**src/rtl/sha256_pkg.sv**
```systemverilog
// Shared types and constants for the SHA-256 front end (padder and chaining logic).
package sha256_pkg;

  typedef enum logic [1:0] {
    FILL = 2'd0,
    PAD  = 2'd1,
    EMIT = 2'd2
  } pad_state_e;

  localparam logic [7:0] PAD_MARKER  = 8'h80;
  localparam int         BLOCK_WORDS = 16;
  localparam int         LEN_FIELD_W = 64;

  // Initial hash value H(0), consumed by the chaining logic on a first block
  localparam logic [31:0] SHA256_IV [8] = '{
    32'h6A09E667, 32'h BB67AE85, 32'h3C6EF372, 32'hA54FF53A,
    32'h510E527F, 32'h9B05688C, 32'h1F83D9AB, 32'h5BE0CD19
  };

endpackage

```
**src/rtl/sha256_tail_word.sv**
```systemverilog
// Masks the unused low bytes of a partial message word and places the 0x80 marker
// in the first unused byte; full (or empty) words pass through untouched.
module sha256_tail_word
  import sha256_pkg::*;
(
  input  logic [31:0] word_i,
  input  logic [2:0]  nbytes_i,
  output logic [31:0] word_o
);

  always_comb begin
    word_o = word_i;
    case (nbytes_i)
      3'd1:    word_o = {word_i[31:24], PAD_MARKER, 16'h0000};
      3'd2:    word_o = {word_i[31:16], PAD_MARKER, 8'h00};
      3'd3:    word_o = {word_i[31:8], PAD_MARKER};
      default: word_o = word_i;
    endcase
  end

endmodule

```
**src/rtl/sha256_msg_padder.sv**
```systemverilog
// FIPS 180-4 message padder: packs 32-bit words into 512-bit blocks, appends marker and length.
// Define SHA256_PAD_BYTESWAP_EN to accept little-endian input words.
module sha256_msg_padder
  import sha256_pkg::*;
#(
  parameter int LEN_W = 64
) (
  input  logic         clk,
  input  logic         reset,
  input  logic [31:0]  data_in,
  input  logic [2:0]   data_bytes,
  input  logic         data_valid,
  input  logic         data_last,
  output logic         data_ready,
  output logic [511:0] blk_data,
  output logic         blk_valid,
  input  logic         blk_ready,
  output logic         blk_first,
  output logic         blk_last
);

  pad_state_e       state_q, state_d;
  logic [4:0]       widx_q, widx_d, widx_pad;
  logic [LEN_W-1:0] len_q, len_d;
  logic [31:0]      buf_q [BLOCK_WORDS];
  logic [31:0]      buf_d [BLOCK_WORDS];
  logic             pad_done_q, pad_done_d;
  logic             last_seen_q, last_seen_d;
  logic             first_pending_q, first_pending_d;
  logic             blk_last_q, blk_last_d;

  logic [31:0]            word_be, tail_word;
  logic [2:0]             nbytes;
  logic [LEN_FIELD_W-1:0] len_field;

`ifdef SHA256_PAD_BYTESWAP_EN
  assign word_be = {data_in[7:0], data_in[15:8], data_in[23:16], data_in[31:24]};
`else
  assign word_be = data_in;
`endif

  assign nbytes    = (data_bytes > 3'd4) ? 3'd4 : data_bytes;
  assign len_field = LEN_FIELD_W'(len_q);

  sha256_tail_word u_tail (
    .word_i   (word_be),
    .nbytes_i (nbytes),
    .word_o   (tail_word)
  );

  always_comb begin
    state_d         = state_q;
    widx_d          = widx_q;
    widx_pad        = widx_q;
    len_d           = len_q;
    buf_d           = buf_q;
    pad_done_d      = pad_done_q;
    last_seen_d     = last_seen_q;
    first_pending_d = first_pending_q;
    blk_last_d      = blk_last_q;
    case (state_q)
      FILL: begin
        if (data_valid) begin
          if (nbytes != 3'd0) begin
            buf_d[widx_q[3:0]] = tail_word;
            widx_d             = widx_q + 5'd1;
            if (nbytes < 3'd4) pad_done_d = 1'b1;
          end
          len_d = len_q + LEN_W'({nbytes, 3'b000});
          if (data_last) last_seen_d = 1'b1;
          if (widx_d == 5'd16) begin
            state_d    = EMIT;
            blk_last_d = 1'b0;
          end else if (data_last) begin
            state_d = PAD;
          end
        end
      end
      PAD: begin
        if (!pad_done_q) begin
          buf_d[widx_q[3:0]] = {PAD_MARKER, 24'h000000};
          widx_pad           = widx_q + 5'd1;
          pad_done_d         = 1'b1;
        end
        widx_d = widx_pad;
        // Length only fits if w14/w15 are still free; otherwise it spills to a fresh block
        if (widx_pad <= 5'd14) begin
          buf_d[14]  = len_field[63:32];
          buf_d[15]  = len_field[31:0];
          blk_last_d = 1'b1;
        end else begin
          blk_last_d = 1'b0;
        end
        state_d = EMIT;
      end
      EMIT: begin
        if (blk_ready) begin
          buf_d           = '{default: '0};
          widx_d          = 5'd0;
          first_pending_d = 1'b0;
          if (blk_last_q) begin
            state_d         = FILL;
            len_d           = '0;
            pad_done_d      = 1'b0;
            last_seen_d     = 1'b0;
            first_pending_d = 1'b1;
          end else if (last_seen_q) begin
            state_d = PAD;
          end else begin
            state_d = FILL;
          end
        end
      end
      default: state_d = FILL;
    endcase
  end

  always_ff @(posedge clk) begin
    if (!reset) begin
      state_q         <= FILL;
      widx_q          <= '0;
      len_q           <= '0;
      buf_q           <= '{default: '0};
      pad_done_q      <= 1'b0;
      last_seen_q     <= 1'b0;
      first_pending_q <= 1'b1;
      blk_last_q      <= 1'b0;
    end else begin
      state_q         <= state_d;
      widx_q          <= widx_d;
      len_q           <= len_d;
      buf_q           <= buf_d;
      pad_done_q      <= pad_done_d;
      last_seen_q     <= last_seen_d;
      first_pending_q <= first_pending_d;
      blk_last_q      <= blk_last_d;
    end
  end

  assign data_ready = reset && (state_q == FILL);
  assign blk_valid  = reset && (state_q == EMIT);
  assign blk_first  = blk_valid && first_pending_q;
  assign blk_last   = blk_valid && blk_last_q;

  generate
    for (genvar gi = 0; gi < BLOCK_WORDS; gi++) begin : g_pack
      assign blk_data[511-32*gi -: 32] = reset ? buf_q[gi] : 32'h0;
    end
  endgenerate

endmodule
```
**config.mk**
```make
export PLATFORM = sky130hd
export DESIGN_NAME = sha256_msg_padder
export DESIGN_NICKNAME = d
export VERILOG_FILES = /design/src/rtl/sha256_pkg.sv /design/src/rtl/sha256_tail_word.sv /design/src/rtl/sha256_msg_padder.sv
export SDC_FILE = /design/constraint.sdc
export NUM_CORES = 1
export LEC_CHECK = 0
export ABC_AREA = 1
export CELL_PAD_IN_SITES_DETAIL_PLACEMENT = 0
export CELL_PAD_IN_SITES_GLOBAL_PLACEMENT = 1
export CORE_MARGIN = 10
export CORE_UTILIZATION = 30
export DETAILED_ROUTE_END_ITERATION = 7
export GPL_ROUTABILITY_DRIVEN = 0
export PLACE_DENSITY = 0.68
export SETUP_SLACK_MARGIN = 0.3
export SLEW_MARGIN = 25
export SYNTH_ARGS = -nofsm -noshare
export SYNTH_HDL_FRONTEND = slang
export SYNTH_SLANG_ARGS = --single-unit
```
**constraint.sdc**
```tcl
create_clock -name clk -period 6.2 [get_ports clk]
set_input_delay 1.24 -clock clk [delete_from_list [all_inputs] [get_ports clk]]
set_output_delay 1.24 -clock clk [all_outputs]
set_load 0.02 [all_outputs]
```
==> impl_metrics.yaml <==
outcome:
  status: "completed"
die:
  ioPinCount: 556
  start_util: 0.304
  chipHeight_um: 320
  die_w_um: 320
  rows: 109
  core_um2: 88600
  fp.dieArea_um2: 102000
sta:
  fin_crit_sh: 0.721
  drv_slew: 0
  period_needed_ns: 4.47
  tightestPinTransition_ns: 1.12
  finClkSkew_ns: 0.0233
  whs_ns: 0.479
  hold_viol: 0
  relSlewSlack: 0.253
  setup_viol: 0
  timing.fmax_ghz: 0.224
  final.setup.tns_ns: 0
  grt_setup_unrepaired: "no"
cts:
  postCtsSetupRepairBufs: 0
  cts_tree: "done"
  ctsHtreeMaxLevel: 3
  cts.clk_slew.worst_paths_ns: 0.06
  ctsHoldBuffers: 0
  post_cts_resized: 0
  cts_root_buffer: "clkbuf_16"
  cts-buffers-inserted: 71
  clock_latency_ns: 0.65
  cts.sinks: 584
  cts_buffer_depth: 3
worst_setup_path:
  slowest_delay_ns: 0.75
  rrSetupSlack_ns: 2.35
  worstPathCellList: "buf_8 -> buf_12 -> nand2_1 -> inv_1 -> clkdlybuf4s50_1"
  crit_type: "input pin to output pin"
  critPathLaunchType: "input pin"
  cp_slowest_cell: "clkdlybuf4s50_1"
  critPathTopFamily: "buffers and inverters"
  crit_arrival_ns: 3.23
  cp.required_ns: 4.96
  endpoint_kind: "output pin"
  crit_buf_inv: 4
  path_max_fanout: 86
yosys:
  synth.yosys.seq_area_share: 0.434
  yosysTopAreaCell: "dfxtp_1"
  netlist_area_um2: 26900
  synth.top_cell.area_share: 0.434
  synth_nets: 4051
  netlist_instances: 3998
  synth_flop_cell: "dfxtp_1"
  yosysUniqueCellTypes: 50
  synthArstFlopShare: 0
  synth-edff-count: 0
  ys_seq_elements: 584
  yosysMostFrequentCell: "nand2_1"
  synth_area_leaders: "dfxtp_1 (43%), nand2_1 (16%), inv_1 (10%), o22ai_1 (10%), nor2_1 (4.8%)"
  yosys_warnings: 0
  syn_area_per_cell_um2: 6.73
  synthTopCellsByCount: "nand2_1 (1135), inv_1 (741), dfxtp_1 (584), o22ai_1 (432), nor2_1 (342)"
placement:
  port_buffers: 555
  dp.cells: 5518
  dpl.hpwl_um: 97900
grt:
  grt_max_degree: 103
  antenna_found_initial: 1
  overflow: 0
  grt_pass1_vias: 27000
  grt_pass1_wl_um: 197000
  grt_usage: 0.257
pwr:
  powerDensity_nw_per_um2: 396
  peakVddDrop_mv: 0.376
  p_int_mw: 8.19
  p_seq_frac: 0.303
  clock_power_share: 0.319
  switching_share: 0.422
  power.switching_mw: 5.99
  leakage_nw: 18.0
  power_frac_comb: 0.378
routing:
  post-route-drc-count: 0
  first_pass_iters: 8
  wl_per_cell_um: 24.3
  drtAntennaViolNets: 0
  drtIter0Drc: 2538
  vias: 28200
  viasPerCell: 5.00
  wl_um: 137000
final_layout:
  n_antenna_cell: 0
  instances_no_fill: 5648
  area_growth_pct: 33.0
  layout-drive-gt1-share: 0.0500
  num-nets-final: 4479
min_path:
  min-delay-path-class: "register to register"
flow_run:
  max_cap_viol_count: 0
[worst paths after layout]
| kind | startpoint | endpoint | depth (start not counted) |
|---|---|---|---|
| max reg2reg | widx_q[0] | buf_q[61] | 12 |
| max | reset | blk_data[382] | 5 |
| min | buf_q[483] | buf_q[483] | 2 |
| min reg2reg | buf_q[483] | buf_q[483] | 2 |
[cell type report]
type,count,area (um2)
Fill cell,9567,52800
Sequential cell,584,11700
Multi-Input combinational cell,2407,11200
Timing Repair Buffer,612,6080
Inverter,750,2820
Clock buffer,98,2030
Tap cell,1165,1460
Clock inverter,32,474
[layout by cell type (no fill, tap or decap), types with 15 or more instances in the layout]
cell / n
a21boi_0: 47
a21oi_1: 71
buf_4: 48
clkbuf_16: 71
clkbuf_8: 15
clkdlybuf4s50_1: 554
dfxtp_1: 584
inv_1: 741
nand2_1: 1122
nand2_2: 22
nand3_1: 183
nand4_1: 43
nor2_1: 342
nor3_1: 19
o21ai_0: 54
o22ai_1: 432
[registers in the layout, indices dropped and copies added (netlist names)]
name	count
buf_q	512
widx_q	5
first_pending_q	1
len_field	61
blk_last_q	1
last_seen_q	1
pad_done_q	1
state_q	2
[tightest hold or removal path, stage by stage, from the launching register on]
cell and delay (ns):
dfxtp_1 0.29, nand2_1 0.06, o22ai_1 0.07
[power groups by stage]
stage	combinational (mW)	clock (mW)	sequential, mW
2_1_floorplan	3.61	0	4.28
3_3_place_gp	5.31	0	4.38
3_5_place_dp	5.33	0	4.38
4_1_cts	5.36	4.58	4.30
5_1_grt	5.82	4.71	4.33
6_report	5.36	4.53	4.30
[stage by stage]
stage	cell area, um2	worst slack (ns)	power, mW	util
after floorplan	26900	2.33	7.88	-
after global placement	33300	1.61	9.69	0.375
after detailed placement	33300	1.55	9.71	0.375
after CTS	35800	1.74	14.2	0.404
after global routing	35800	1.66	14.9	0.404
final	35800	1.73	14.2	0.404
[cells by family after synthesis]
logic type | after synthesis | share of synthesized area
xor gates and xnor gates | 2 | 0.000651
AOI/OAI and AO/OA | 630 | 0.144
adders and majority gates | 13 | 0.00632
DFF | 584 | 0.434
buffers and inverters | 1007 | 0.149
and+or+nand+nor | 1762 | 0.265
[metal layers]
layer | wire length (um) | part of all wire | GRT usage
met2 | 61900 | 0.45 | 0.410
met5 | 0 | 0 | 0
met3 | 10600 | 0.077 | 0.0640
met4 | 5820 | 0.042 | 0.0967
met1 | 59100 | 0.43 | 0.331
No activity file was read; power rests on OpenSTA's default activity.
